## config.mk

```make
export PLATFORM = sky130hd
export DESIGN_NAME = rv_iommu_wsi_gen
export DESIGN_NICKNAME = d
export VERILOG_FILES = /design/src/rtl/rv_iommu_wsi_gen.sv
export SDC_FILE = /design/constraint.sdc
export NUM_CORES = 1
export LEC_CHECK = 0
export CAP_MARGIN = 20
export CORE_MARGIN = 5
export CORE_UTILIZATION = 43
export CTS_CLUSTER_DIAMETER = 80
export CTS_CLUSTER_SIZE = 10
export DETAILED_ROUTE_END_ITERATION = 10
export PLACE_DENSITY_LB_ADDON = 0.3
export SLEW_MARGIN = 25
export SYNTH_ARGS = -nofsm -noshare
export SYNTH_HDL_FRONTEND = slang
export SYNTH_SLANG_ARGS = --single-unit
```

## constraint.sdc

```tcl
create_clock -name clk_i -period 1.4 [get_ports clk_i]
set_input_delay 0.28 -clock clk_i [delete_from_list [all_inputs] [get_ports clk_i]]
set_output_delay 0.28 -clock clk_i [all_outputs]
set_load 0.05 [all_outputs]
```

## src/rtl/rv_iommu_wsi_gen.sv

```systemverilog
// Wired-signalled interrupt generator for the RISC-V IOMMU: latches pending
// sources, routes them through per-source vector indices, drives WSI wires.
module rv_iommu_wsi_gen #(
  parameter int N_SRC        = 4,
  parameter int N_INT_VEC    = 16,
  parameter int IVEC_W       = (N_INT_VEC > 1) ? $clog2(N_INT_VEC) : 1,
  parameter int PULSE_MODE   = 0,
  parameter int PULSE_CYCLES = 4
) (
  input  logic                    clk_i,
  input  logic                    rst_ni,
  input  logic [N_SRC-1:0]        src_evt_i,
  input  logic [N_SRC-1:0]        src_ie_i,
  input  logic [N_SRC*IVEC_W-1:0] ivec_i,
  input  logic [N_SRC-1:0]        ipsr_clr_i,
  input  logic                    wsi_en_i,
  output logic [N_SRC-1:0]        ipsr_o,
  output logic [N_INT_VEC-1:0]    wsi_wires_o
);

  localparam int CNT_W = $clog2(PULSE_CYCLES + 1);

  typedef enum logic [1:0] {
    ST_IDLE  = 2'd0,
    ST_PULSE = 2'd1,
    ST_WAIT  = 2'd2
  } wsi_state_e;

  logic [N_SRC-1:0]     ipsr_r;
  logic [N_INT_VEC-1:0] req_s;

  // Pending latch: a new event outranks a simultaneous W1C clear.
  always_ff @(posedge clk_i or negedge rst_ni) begin
    if (!rst_ni) begin
      ipsr_r <= '0;
    end else begin
      ipsr_r <= src_evt_i | (ipsr_r & ~ipsr_clr_i);
    end
  end

  assign ipsr_o = ipsr_r;

  // Routing: out-of-range indices never equal a valid wire number, so they drop out.
  always_comb begin
    req_s = '0;
    for (int w = 0; w < N_INT_VEC; w++) begin
      for (int s = 0; s < N_SRC; s++) begin
        req_s[w] = req_s[w] |
                   (ipsr_r[s] & src_ie_i[s] & (ivec_i[s*IVEC_W +: IVEC_W] == IVEC_W'(w)));
      end
    end
  end

  for (genvar w = 0; w < N_INT_VEC; w++) begin : g_wire
    logic wire_r;

    if (PULSE_MODE != 0) begin : g_pulse
      wsi_state_e       state_r;
      logic [CNT_W-1:0] cnt_r;

      // Per-wire pulse FSM; disabling WSI aborts any pulse and re-arms the wire.
      always_ff @(posedge clk_i or negedge rst_ni) begin
        if (!rst_ni) begin
          state_r <= ST_IDLE;
          cnt_r   <= '0;
          wire_r  <= 1'b0;
        end else if (!wsi_en_i) begin
          state_r <= ST_IDLE;
          cnt_r   <= '0;
          wire_r  <= 1'b0;
        end else begin
          case (state_r)
            ST_IDLE: begin
              if (req_s[w]) begin
                state_r <= ST_PULSE;
                cnt_r   <= CNT_W'(PULSE_CYCLES - 1);
                wire_r  <= 1'b1;
              end else begin
                state_r <= ST_IDLE;
                wire_r  <= 1'b0;
              end
            end
            ST_PULSE: begin
              if (cnt_r == '0) begin
                state_r <= ST_WAIT;
                wire_r  <= 1'b0;
              end else begin
                cnt_r  <= cnt_r - CNT_W'(1);
                wire_r <= 1'b1;
              end
            end
            ST_WAIT: begin
              wire_r <= 1'b0;
              if (!req_s[w]) begin
                state_r <= ST_IDLE;
              end else begin
                state_r <= ST_WAIT;
              end
            end
            default: begin
              state_r <= ST_IDLE;
              cnt_r   <= '0;
              wire_r  <= 1'b0;
            end
          endcase
        end
      end
    end else begin : g_level
      // Level wire follows the gated request one edge later.
      always_ff @(posedge clk_i or negedge rst_ni) begin
        if (!rst_ni) begin
          wire_r <= 1'b0;
        end else begin
          wire_r <= req_s[w] & wsi_en_i;
        end
      end
    end

    assign wsi_wires_o[w] = wire_r;
  end

endmodule

```

==> results of run 1 <==
==> stage by stage <==
| stage | utilization | hold WS (ps) | worst slack, ps | TNS, ps |
|---|---|---|---|---|
| finish | 0.714 | 297 | 110 | 0 |
| global route | 0.714 | 318 | 79.1 | 0 |
| CTS | 0.714 | 312 | 107 | 0 |
| detailed placement | 0.706 | 627 | -199 | -2030 |
| global placement | 0.706 | 611 | -171 | -1640 |
| floorplan | - | -15.6 | 54.9 | 0 |
==> state kept, by name (all words and copies together) (netlist names) <==
name / count
ipsr_o: 4
g_wire.wire_r: 16
==> worst max-delay path by stage <==
| stage | cells after the start | slack (ps) | endpoint |
|---|---|---|---|
| finish | 4 | 110 | g_wire[12].wire_r$_DFF_PN0_ |
| global route | 4 | 80 | g_wire[12].wire_r$_DFF_PN0_ |
| CTS | 4 | 110 | g_wire[12].wire_r$_DFF_PN0_ |
| detailed placement | 4 | -200 | g_wire[12].wire_r$_DFF_PN0_ |
| global placement | 4 | -170 | g_wire[8].wire_r$_DFF_PN0_ |
| floorplan | 3 | 50 | g_wire[1].wire_r$_DFF_PN0_ |
==> cells by family (layout without fill, tap and decap cells) <==
family / count (synthesis) / in the layout
compound gates: 48 / 48
simple gates: 43 / 43
buf+inv: 22 / 67
flops: 20 / 20
==> synth_stat cells, drive strengths merged <==
master   number  area, µm²
buf          18        129
nand4bb       1       16.3
nand4         4       25.0
or2           7       51.3
inv           4       15.0
a21o          4       30.0
o31a          4       35.0
nor3          5       25.0
nand2b        8       50.1
o22ai        21        131
nor2          3       11.3
dfrtp        20        500
o21a         12       90.1
o32ai         7       76.3
nand2         7       26.3
nand4b        8       70.1
==> cell type report <==
class                           count  area, µm²  share of cell area
Timing Repair Buffer               60        788               0.394
Multi-Input combinational cell     91        638               0.319
Sequential cell                    20        500               0.250
Tap cell                           31       38.8              0.0194
Clock buffer                        3       22.5              0.0112
Inverter                            4       15.0             0.00750
==> power breakdown <==
part,internal [µW],switching [µW]
logic,230,212
registers,598,28.0
clock network,100,180
==> critical path: cells and delay by family <==
| family | cells | cell delay (ps) |
|---|---|---|
| compound gates | 2 | 500 |
| simple gates | 1 | 290 |
| buf+inv | 1 | 460 |
==> metal layers <==
| layer | up-vias | global-route usage | part of all wire |
|---|---|---|---|
| met5 | - | 0 | 0 |
| met4 | 0 | 0.0792 | 0.022 |
| met3 | 8 | 0.0397 | 0.071 |
| met2 | 59 | 0.341 | 0.51 |
| met1 | 591 | 0.204 | 0.39 |
| li1 | 588 | - | - |
==> reports/results.md, run 1 <==
| Metric | Reported | Unit |
|---|---|---|
| Final setup viols | 0 | - |
| Sinks on the clock net | 20 | - |
| Launch instance of the worst register-to-register path | ipsr_o[0]$_DFF_PN0_ | - |
| Setup fix buffers added after clock tree synthesis | 0 | - |
| Number of antenna violations at the first check in global routing | 0 | - |
| Post-route clock period utilization | 0.921 | - |
| PortBufs | 50 | - |
| Synthesized-area fraction occupied by ao, oa, aoi and oai cells | 0.283 | - |
| Run status | complete, no violations | - |
| Placeable Area | 2810 | µm² |
| Clock insertion delay at the later pin of the skew report | 300 | ps |
| Via density per instance | 5.96 | - |
| PostCTS Resize Cnt | 0 | - |
| Most frequent cells in the layout | clkdlybuf4s50_1, o22ai_1, buf_12, dfrtp_1, o21a_1 | - |
| Diode insertion count for antenna repair | 0 | - |
| Register area share after synthesis | 0.390 | - |
| DP Area | 1980 | µm² |
| Cell Count Post-Placement | 206 | - |
| Number of nets still failing antenna checks after routing | 0 | - |
| Cell area after technology mapping | 1280 | µm² |
| Tot GR Track Use | 0.185 | - |
| CP endpoint kind | flop | - |
| Worst clock skew on the final layout | 12.3 | ps |
| Post-layout instance count excluding filler cells | 209 | - |
| Remaining global-route overflow | 0 | - |
| Nets@finish | 211 | - |
| Maximum fanout along the worst path | 4 | - |
| Wire length of the first global-routing pass | 6000 | µm |
| H-tree levels | 1 | - |
| Post-detailed-route wirelength per cell | 17.6 | µm |
| Final HPWL from detailed placement | 3070 | µm |
| Clock-pin transition on the worst setup and hold timing paths | 120 | ps |
| Worst Reg-to-Reg Cells | 3 | - |
| Clock tree from TritonCTS | built | - |
| Share of cells above drive strength 1 | 0.236 | - |
| Syn Inst Count | 133 | - |
| Die area | 4170 | µm² |
| Power Density | 673 | nW/µm² |
| Worst Setup Path Type | input pin to flop | - |
| Cell type of the slowest stage on the worst timing path | clkdlybuf4s50_1 | - |
| Area delta synth->final | 56.2 | % |
| Arrival time worst endpoint | 1530 | ps |
| End of the worst register-to-register path | g_wire[6].wire_r$_DFF_PN0_ | - |
| Count of hold buffers inserted by post-cts repair | 0 | - |
| Remaining max-slew budget at the tightest pin | 0.787 | - |
| DRC marker count from the first detailed-route iteration | 60 | - |
| Maximum ir drop on the vdd rail | 428 | µV |
| Flip-flop and latch count after synthesis | 20 | - |
| Via count of the first global-routing pass | 1263 | - |
| Initial core utilization | 0.457 | - |
| TritonCTS buffer count | 3 | - |
| Tot Pwr | 1350 | µW |
| Synth Area in Simple Gates | 0.215 | - |
| Average cell area after synthesis | 9.64 | µm² |
| Maximum clock insertion buffer count | 2 | - |
| XOR/XNOR share of the synthesized area | 0 | - |
| Launching element type of the critical path | input pin | - |
| Floorplan die width | 64.6 | µm |
| Actual slew at the worst max-slew pin | 319 | ps |
| Class of the most critical hold timing path | input pin to asynchronous set/reset pin | - |
| Reported max-cap violation count | 0 | - |
| Fill cell count | 219 | - |
| Vertical die dimension | 64.6 | µm |
| Ordered cell list for the critical path | clkdlybuf4s50_1 > or2_4 > o32ai_1 > o21a_1 | - |
| Total routed wirelength | 3690 | µm |
| Cell at the root of the clock tree | clkbuf_4 | - |
| Total DRC errors in the routed layout | 0 | - |
| Net Count, Synth | 164 | - |
| Maximum frequency from static timing analysis | 775 | MHz |
| Final RePlAce weighted congestion | 0.858 | - |
| Adder-cell share of the synthesized area | 0 | - |
| Vias | 1246 | - |
| Slack of the worst reg-to-reg path | 180 | ps |
| Portion of netlist area occupied by mux cells | 0 | - |
| Launching element of the worst setup path | ivec_i[9] | - |
| Pin count of the biggest net entering global routing | 21 | - |
| Row Count | 19 | - |
| RSZ-0062 raised after global routing | no | - |
| Non-Filler Cell Area, Final | 2000 | µm² |
| Count of cell types in the netlist | 21 | - |
| Leading cell type in the layout, fill and taps excluded | clkdlybuf4s50_1 | - |
| Hold violation count in the final report | 0 | - |
| Minimum clock period | 1290 | ps |
| Maximum cell stage delay along the critical path | 460 | ps |
| Required time of the worst setup path | 1640 | ps |
| Main combinational cell family by area after synthesis | compound AO/OA/AOI/OAI gates | - |
| Detailed-routing iteration count for the pre-antenna-repair pass | 4 | - |
| Number of warnings reported in the yosys synthesis log | 0 | - |
| Final Slew Violations | 0 | - |
| Leak Pwr | 0.000802 | µW |
| Top-level I/O count | 51 | - |
No activity file was read; power rests on OpenSTA's default activity.
==> run 2, diff against run 1 <==
Settings changed: CORE_MARGIN 5 to 3.
==> run 2 against run 1 <==
Effect of this change:
- wire length increased by 1.5%
- design area is 1.5% higher
- non-clock buffer count stayed put
==> reports/results.md, run 2 (synthesis results as in run 1) <==
| Metric | Reported | Unit |
|---|---|---|
| Run status | complete, no violations | - |
| Maximum fanout along the worst path | 6 | - |
| Maximum cell stage delay along the critical path | 520 | ps |
| Post-route clock period utilization | 0.920 | - |
| Cell at the root of the clock tree | clkbuf_4 | - |
| Tot GR Track Use | 0.231 | - |
| Remaining global-route overflow | 0 | - |
| PostCTS Resize Cnt | 0 | - |
| Share of cells above drive strength 1 | 0.240 | - |
| Final Slew Violations | 0 | - |
| Net Sw Frac | 0.283 | - |
| Die area | 3670 | µm² |
| Vias | 1294 | - |
| Power Internal | 1120 | µW |
| DRC marker count from the first detailed-route iteration | 46 | - |
| Maximum clock insertion buffer count | 2 | - |
| Initial core utilization | 0.457 | - |
| TritonCTS buffer count | 3 | - |
| Power Density | 767 | nW/µm² |
| Sinks on the clock net | 20 | - |
| Maximum frequency from static timing analysis | 776 | MHz |
| Minimum clock period | 1290 | ps |
| Reported max-cap violation count | 0 | - |
| Detailed-routing iteration count for the pre-antenna-repair pass | 4 | - |
| PortBufs | 50 | - |
| Worst clock skew on the final layout | 1.85 | ps |
| Setup fix buffers added after clock tree synthesis | 0 | - |
| Via density per instance | 6.16 | - |
| RSZ-0062 raised after global routing | no | - |
| Area delta synth->final | 58.5 | % |
| Cell Count Post-Placement | 206 | - |
| Worst Reg-to-Reg Cells | 3 | - |
| CP endpoint kind | primary output | - |
| Class of the most critical hold timing path | input pin to asynchronous set/reset pin | - |
| Worst Setup Path Type | flop to primary output | - |
| Top-level I/O count | 51 | - |
| Remaining max-slew budget at the tightest pin | 0.791 | - |
| Number of antenna violations at the first check in global routing | 0 | - |
| Leak Pwr | 0.000816 | µW |
| Vertical die dimension | 60.6 | µm |
| Aggregate negative setup slack | 0 | ps |
| Actual slew at the worst max-slew pin | 313 | ps |
| Comb power frac | 0.285 | - |
| Cell type of the slowest stage on the worst timing path | dfrtp_1 | - |
| Nets@finish | 211 | - |
| Row Count | 19 | - |
| Placeable Area | 2810 | µm² |
| Hold_ws | 288 | ps |
| Launching element type of the critical path | flop | - |
| Sw power | 441 | µW |
| Largest register by flop count | g_wire.wire_r | - |
| Pin count of the biggest net entering global routing | 21 | - |
| Leading cell type in the layout, fill and taps excluded | clkdlybuf4s50_1 | - |
| Post-layout instance count excluding filler cells | 210 | - |
| Required time of the worst setup path | 1120 | ps |
| Final HPWL from detailed placement | 3040 | µm |
| Post-detailed-route wirelength per cell | 17.8 | µm |
| Number of nets still failing antenna checks after routing | 0 | - |
| Wire length of the first global-routing pass | 6180 | µm |
| Total DRC errors in the routed layout | 0 | - |
| Ordered cell list for the critical path | buf_12 | - |
| Most frequent cells in the layout | clkdlybuf4s50_1, o22ai_1, buf_12, dfrtp_1, o21a_1 | - |
| Floorplan die width | 60.6 | µm |
| Clock network fraction of total power | 0.313 | - |
| Crit path buf inv count | 1 | - |
| Clock-pin transition on the worst setup and hold timing paths | 120 | ps |
| Max FFs per register | 16 | - |
| Final setup viols | 0 | - |
| Family with the most delay on the worst path | flip-flops | - |
| Part of the total power dissipated in sequential elements | 0.402 | - |
| H-tree levels | 1 | - |
| Clock insertion delay at the later pin of the skew report | 310 | ps |
| Hold violation count in the final report | 0 | - |
| Diode insertion count for antenna repair | 0 | - |
| Count of hold buffers inserted by post-cts repair | 0 | - |
| WP depth | 1 | - |
| Clock tree from TritonCTS | built | - |
| Total routed wirelength | 3740 | µm |
| Post-layout utilization of the core | 0.725 | - |
| Maximum ir drop on the vdd rail | 496 | µV |
| Arrival time worst endpoint | 1010 | ps |
| Final RePlAce weighted congestion | 0.943 | - |
| Via count of the first global-routing pass | 1352 | - |
## run 2: changes by cell type in the layout (fill, tap and decap cells not counted)
cell,delta
bufinv_16,+1
## run 2: area by class of cell
cell class | count | area (µm²)
repair buffers | 60 | 788
fillers | 212 | 772
multi-input cells | 91 | 638
flip-flops and latches | 20 | 500
well taps | 31 | 38.8
clock inverters | 1 | 30.0
clock buffers | 3 | 22.5
inverters | 4 | 15.0
## run 2: through the flow
step / worst slack [ps] / total power (µW) / cell area, µm²
2_1_floorplan: 54.9 / 830 / 1280
3_3_place_gp: -182 / 1070 / 1980
3_5_place_dp: -202 / 1080 / 1980
4_1_cts: 109 / 1570 / 2030
5_1_grt: 40.7 / 1630 / 2030
6_report: 112 / 1560 / 2030
## run 2: power by group through the flow
stage | Sequential, µW | Clock [µW] | Combinational [µW]
floorplan | 650 | 0 | 180
global placement | 636 | 0 | 435
detailed placement | 637 | 0 | 442
CTS | 626 | 500 | 444
global route | 630 | 523 | 473
finish | 626 | 488 | 445
## run 2: layer usage
metal / vias to the layer above / GRT usage / share of wire
met3: 12 / 0.0404 / 0.066
met5: - / 0 / 0
met1: 622 / 0.286 / 0.40
li1: 588 / - / -
met2: 72 / 0.391 / 0.51
met4: 0 / 0.102 / 0.024
## run 2: final timing paths
kind,startpoint,end,slack (ps)
min in group clk_i,src_evt_i[2],ipsr_o[2]$_DFF_PN0_,520
worst max-delay path,ipsr_o[3]$_DFF_PN0_,ipsr_o[3],110
worst min register to register,ipsr_o[2]$_DFF_PN0_,ipsr_o[2]$_DFF_PN0_,650
worst min-delay path,rst_ni,ipsr_o[0]$_DFF_PN0_,290
max in group asynchronous,rst_ni,ipsr_o[3]$_DFF_PN0_,900
worst max register to register,ipsr_o[0]$_DFF_PN0_,g_wire[2].wire_r$_DFF_PN0_,140
==> run 3, diff against run 2 <==
--- a/config.mk
+++ b/config.mk
@@ -12,4 +12,5 @@
 export CTS_CLUSTER_SIZE = 10
 export DETAILED_ROUTE_END_ITERATION = 10
+export MAX_ROUTING_LAYER = met4
 export PLACE_DENSITY_LB_ADDON = 0.3
 export SLEW_MARGIN = 25
==> constraint.sdc (replaced) <==
create_clock -name clk_i -period 1.4 [get_ports clk_i]
set_input_delay 0.28 -clock clk_i [delete_from_list [all_inputs] [get_ports clk_i]]
set_output_delay 0.28 -clock clk_i [all_outputs]
set_load 0.01 [all_outputs]
==> run 3 against run 2 <==
Effect of this change:
- clock power about the same
- core utilization decreased by 6.4 points
- first-iteration DRC count increased by 46%
- largest cell class is now multi-input gates
- count of clock-buffer cells in the layout unchanged
- largest power group unchanged
- die area unchanged
- sequential share of layout area increased by 2.4 points
- wire length decreased by 2.2%
==> reports/results.md, run 3 (synthesis results as in run 1) <==
| Metric | Reported | Unit |
|---|---|---|
| Family with the most delay on the worst path | flip-flops | - |
| Tot GR Track Use | 0.226 | - |
| Clock insertion delay at the later pin of the skew report | 310 | ps |
| Vertical die dimension | 60.6 | µm |
| Final HPWL from detailed placement | 2830 | µm |
| Top-level I/O count | 51 | - |
| Detailed-routing iteration count for the pre-antenna-repair pass | 4 | - |
| Most frequent cells in the layout | clkdlybuf4s50_1, o22ai_1, dlygate4sd2_1, dfrtp_1, buf_4 | - |
| Power Density | 775 | nW/µm² |
| Die area | 3670 | µm² |
| Via count of the first global-routing pass | 1245 | - |
| Crit path buf inv count | 1 | - |
| Post-detailed-route wirelength per cell | 16.9 | µm |
| Clock network fraction of total power | 0.339 | - |
| Count of hold buffers inserted by post-cts repair | 0 | - |
| Maximum clock insertion buffer count | 2 | - |
| Hold_ws | 294 | ps |
| DRC marker count from the first detailed-route iteration | 67 | - |
| Sw power | 364 | µW |
| Clock-pin transition on the worst setup and hold timing paths | 120 | ps |
| Wire length of the first global-routing pass | 5870 | µm |
| CP endpoint kind | primary output | - |
| Pin count of the biggest net entering global routing | 21 | - |
| Worst clock skew on the final layout | 2.69 | ps |
| Diode insertion count for antenna repair | 0 | - |
| Reported max-cap violation count | 0 | - |
| Final Slew Violations | 0 | - |
| Run status | complete, no violations | - |
| Area delta synth->final | 44.6 | % |
| Total DRC errors in the routed layout | 0 | - |
| Via density per instance | 5.90 | - |
| Setup slack after layout | 98.6 | ps |
| Cell at the root of the clock tree | clkbuf_4 | - |
| Power Internal | 1070 | µW |
| Final RePlAce weighted congestion | 0.884 | - |
| Actual slew at the worst max-slew pin | 335 | ps |
| Post-route clock period utilization | 0.930 | - |
| Arrival time worst endpoint | 1020 | ps |
| RSZ-0062 raised after global routing | no | - |
| H-tree levels | 1 | - |
| Sinks on the clock net | 20 | - |
| Largest register by flop count | g_wire.wire_r | - |
| Maximum frequency from static timing analysis | 768 | MHz |
| Part of the total power dissipated in sequential elements | 0.421 | - |
| Row Count | 19 | - |
| Share of cells above drive strength 1 | 0.162 | - |
| Nets@finish | 217 | - |
| Comb power frac | 0.240 | - |
| Number of antenna violations at the first check in global routing | 0 | - |
| Ordered cell list for the critical path | dlygate4sd2_1 | - |
| Total routed wirelength | 3660 | µm |
| Post-layout utilization of the core | 0.661 | - |
| Remaining global-route overflow | 0 | - |
| Max FFs per register | 16 | - |
| Launching element type of the critical path | flop | - |
| Initial core utilization | 0.457 | - |
| PortBufs | 50 | - |
| Net Sw Frac | 0.253 | - |
| Leak Pwr | 0.000818 | µW |
| Floorplan die width | 60.6 | µm |
| Vias | 1275 | - |
| Hold violation count in the final report | 0 | - |
| TritonCTS buffer count | 3 | - |
| Maximum fanout along the worst path | 2 | - |
| Final setup viols | 0 | - |
| Worst Setup Path Type | flop to primary output | - |
| Cell type of the slowest stage on the worst timing path | dfrtp_2 | - |
| Maximum cell stage delay along the critical path | 430 | ps |
| Class of the most critical hold timing path | input pin to asynchronous set/reset pin | - |
| Leading cell type in the layout, fill and taps excluded | clkdlybuf4s50_1 | - |
| Placeable Area | 2810 | µm² |
| Remaining max-slew budget at the tightest pin | 0.776 | - |
| Minimum clock period | 1300 | ps |
| Maximum ir drop on the vdd rail | 661 | µV |
| Number of nets still failing antenna checks after routing | 0 | - |
| Required time of the worst setup path | 1120 | ps |
| Clock tree from TritonCTS | built | - |
| Worst Setup Slack post-DPL | -203 | ps |
| Cell Count Post-Placement | 208 | - |
| Post-layout instance count excluding filler cells | 216 | - |
==> run 3: cell count changes in the layout (fill, tap and decap cells not counted), sizes merged <==
cell,previous run,this run
dlygate4sd2,0,20
buf,30,16
==> run 3: final timing paths <==
check	start	end	slack [ps]	cells after the start
max in group asynchronous	rst_ni	ipsr_o[1]$_DFF_PN0_	870	2
hold reg to reg	ipsr_o[2]$_DFF_PN0_	ipsr_o[2]$_DFF_PN0_	610	2
setup / recovery	ipsr_o[1]$_DFF_PN0_	ipsr_o[1]	100	1
hold / removal	rst_ni	g_wire[13].wire_r$_DFF_PN0_	290	2
min in group clk_i	src_evt_i[3]	ipsr_o[3]$_DFF_PN0_	520	2
setup reg to reg	ipsr_o[1]$_DFF_PN0_	g_wire[3].wire_r$_DFF_PN0_	150	4
==> run 3: what timing repair did <==
item                                   in CTS  in global routing
resized for setup                          21                  0
setup endpoints to repair                  20                  0
buffers inserted                            4                  0
endpoints found under the hold margin       0                  0
==> run 3: routing by layer <==
| layer | up-vias | part of all wire | global-route usage |
|---|---|---|---|
| met5 | - | 0 | - |
| met4 | 0 | 0.022 | 0.0929 |
| met3 | 11 | 0.079 | 0.0340 |
| met2 | 75 | 0.48 | 0.362 |
| met1 | 585 | 0.42 | 0.284 |
| li1 | 604 | - | - |
==> run 3: layout make-up <==
class                           instances  area (µm²)
Tap cell                               31        38.8
Clock inverter                          1        30.0
Multi-Input combinational cell         91         638
Sequential cell                        20         502
Inverter                                4        15.0
Fill cell                             244         951
Clock buffer                            3        22.5
Timing Repair Buffer                   66         608
==> run 3: power groups by stage <==
| stage | sequential (µW) | clock (µW) | combinational [µW] |
|---|---|---|---|
| after floorplan | 626 | 0 | 138 |
| after global placement | 624 | 0 | 327 |
| after detailed placement | 625 | 0 | 333 |
| after CTS | 605 | 495 | 342 |
| after global routing | 608 | 520 | 372 |
| final | 605 | 487 | 344 |
==> run 3: per-stage QoR <==
stage | setup TNS, ps | total power [µW] | area, µm²
2_1_floorplan | 0 | 764 | 1280
3_3_place_gp | -1630 | 950 | 1800
3_5_place_dp | -1950 | 958 | 1800
4_1_cts | 0 | 1440 | 1850
5_1_grt | 0 | 1500 | 1850
6_report | 0 | 1440 | 1850
==> RTL change, RTL diff (config.mk and constraints of run 3) <==
Change the parameter `PULSE_MODE` from 0 to 1.
--- a/src/rtl/rv_iommu_wsi_gen.sv
+++ b/src/rtl/rv_iommu_wsi_gen.sv
@@ -4,7 +4,7 @@
   parameter int N_SRC        = 4,
   parameter int N_INT_VEC    = 16,
   parameter int IVEC_W       = (N_INT_VEC > 1) ? $clog2(N_INT_VEC) : 1,
-  parameter int PULSE_MODE   = 0,
+  parameter int PULSE_MODE   = 1,
   parameter int PULSE_CYCLES = 4
 ) (
   input  logic                    clk_i,
Behaviour: not the same (a bounded check fails within 4 cycles, from zero or initial values and one cycle with rst_ni low).
==> RTL change against run 3 <==
  * Global-route usage decreased by 2.0 points
  * Maximum frequency decreased by 25%
  * Sequential cell count increased by 80
  * Hold slack improved by 0.048 ns
  * Die area increased to 4.2 times the old value
  * The run now ends with setup timing left
  * Setup slack got worse by 0.44 ns
  * Total power increased to 5.5 times the old value
  * Combinational power increased to 6.2 times the old value
  * Area after synthesis increased to 4.6 times the old value
  * Highest routed layer unchanged
  * Routed wire length increased to 4.5 times the old value
  * Final area increased to 4.6 times the old value
==> RTL change: results (changes against run 3) <==
Status: finished, violations left
Failing checks: setup timing
Max incr delay on CP: 0.44 ns
Top Registers: g_wire.g_pulse.cnt_r (48), g_wire.g_pulse.state_r (32), g_wire.wire_r (16)
Layout cells sized above 1: 35.2% (+19 points)
Final GP Congestion: 0.892 (+0.96%)
Input/output buffers: 50 (unchanged)
Clock buffer depth: 2 (unchanged)
Hold/Removal Path Class: input pin to asynchronous set/reset pin
First-pass GRT wire length: 24500 um (+320%)
CTS Buf Count: 9 (+6)
Peak supply drop: 0.622 mV (-5.9%)
Syn Area/Cell: 9.13 sq um (-5.4%)
Final setup violation count: 93 (+93)
Hpwl dp: 10400 um (+270%)
Data arrival time of the worst path: 2.02 ns (+1.00 ns)
Largest net degree at the start of global routing: 43 (+100%)
Setup TNS: -15.65 ns (-15.65 ns)
NumNets Final: 839 (+290%)
Synth Area in XOR/XNOR: 0% (unchanged)
Worst Setup Slack, final: -0.337 ns (-0.435 ns)
Finished Layout Cells: 959 (+340%)
Cell family with most CP delay: compound AO/OA/AOI/OAI gates
Vias/cell: 5.65 (-4.3%)
Vias in the first global route: 5176 (+320%)
Multiplexer share of the synthesized area: 2.10% (+2.1 points)
Synth area leaders: dfrtp_1 (42%), ha_1 (6.7%), a21oi_1 (3.8%)
DR iter-0 viols: 237 (+250%)
DRC errors left: 0 (unchanged)
Ys flop type: dfrtp_1
Inst Count DP: 910 (+340%)
Slew @ Worst Pin: 0.483 ns (+0.147 ns)
Root cell of the clock tree: clkbuf_16
Slowest stage cell, crit path: dfrtp_2
Compound-cell area share of the yosys netlist: 21.9% (-6.4 points)
Max Freq: 576 MHz (-25%)
Synth Area in Adders: 6.72% (+6.7 points)
Ys async rst share: 100% (unchanged)
Htree depth: 3 (+2)
Static leakage: 3.67 nW (+350%)
Synth cell count leaders: dfrtp_1 (100), inv_1 (55), nand2_1 (50)
CTS clk-pin slew, worst paths: 0.07 ns (-0.05 ns)
Initial antenna violation count: 2 (+2)
Post-synth cell types: 54 (+160%)
Clock latency on the worst-skew pair: 0.35 ns (+0.04 ns)
YS warnings: 0 (unchanged)
Seq/Total Area, Yosys: 42.0% (+3.0 points)
Mapped Nets: 716 (+340%)
GRT Total Usage: 20.6% (-2.0 points)
Maximum fanout along the worst path: 5 (+3)
Clock skew: 0.00956 ns (+0.00686 ns)
1st-pass router iterations: 5 (+1)
Largest family of logic cells by synthesized area: compound AO/OA/AOI/OAI gates
WL per Instance: 17.4 um (+2.4%)
RTL change: path summary, 6_finish.rpt:
path / startpoint / to / slack (ns) / cells after the start
setup reg to reg: ipsr_o[3] / g_wire[11].g_pulse.cnt_r[1] / -0.34 / 5
setup / recovery: ipsr_o[3] / g_wire[11].g_pulse.cnt_r[1] / -0.34 / 5
max in group asynchronous: rst_ni / g_wire[2].g_pulse.cnt_r[1] / 0.54 / 3
hold / removal: rst_ni / g_wire[13].g_pulse.cnt_r[0] / 0.34 / 2
hold reg to reg: g_wire[4].g_pulse.state_r[1] / g_wire[4].g_pulse.state_r[0] / 0.54 / 1
min in group clk_i: src_evt_i[0] / ipsr_o[0] / 0.49 / 2
RTL change: routing by layer:
| metal | part of all wire (%) | vias up | global-route usage, % |
|---|---|---|---|
| met2 | 54 | 122 | 35.7 |
| li1 | - | 2582 | - |
| met4 | 2.0 | 0 | 5.40 |
| met1 | 40 | 2685 | 24.4 |
| met3 | 3.9 | 30 | 4.41 |
| met5 | 0 | - | - |
RTL change: what timing repair did:
| action | CTS | global route |
|---|---|---|
| pin swaps | 50 | 26 |
| endpoints found under the hold margin | 15 | 0 |
| endpoints found under the setup margin | 114 | 97 |
| setup buffers | 18 | 16 |
| resized for setup | 147 | 97 |
| hold buffers | 1 | 0 |
RTL change: power by group:
part,leakage [nW],switching (W),internal [W]
registers,1.36,0.000164,0.00305
logic,2.17,0.00105,0.00109
clock network,0.145,0.00116,0.00141
total,3.67,0.00237,0.00554
RTL change: cells by family (layout without fill, tap and decap cells):
| family | count (synthesis) | after routing |
|---|---|---|
| AOI/OAI and AO/OA | 198 | 198 |
| buffers and inverters | 92 | 220 |
| and+or+nand+nor | 219 | 219 |
| adders and majority gates | 32 | 32 |
| DFF | 100 | 100 |
| other | 0 | 2 |
| muxes | 12 | 12 |
RTL change: metrics by stage:
stage                     instance area [sq um]  setup WS [ns]
final                                      8500         -0.337
after global routing                       8500         -0.394
after CTS                                  7940         -0.212
after detailed placement                   7110         -0.737
after global placement                     7110         -0.732
after floorplan                            6020       0.000229
RTL change: area by class of cell:
| cell class | count | area (sq um) |
|---|---|---|
| Clock inverter | 6 | 71.3 |
| Inverter | 56 | 210 |
| Sequential cell | 100 | 2510 |
| Timing Repair Buffer | 148 | 1280 |
| Tap cell | 176 | 220 |
| Clock buffer | 10 | 229 |
| Antenna cell | 2 | 5.00 |
| Multi-Input combinational cell | 461 | 3970 |
| Fill cell | 1031 | 4900 |
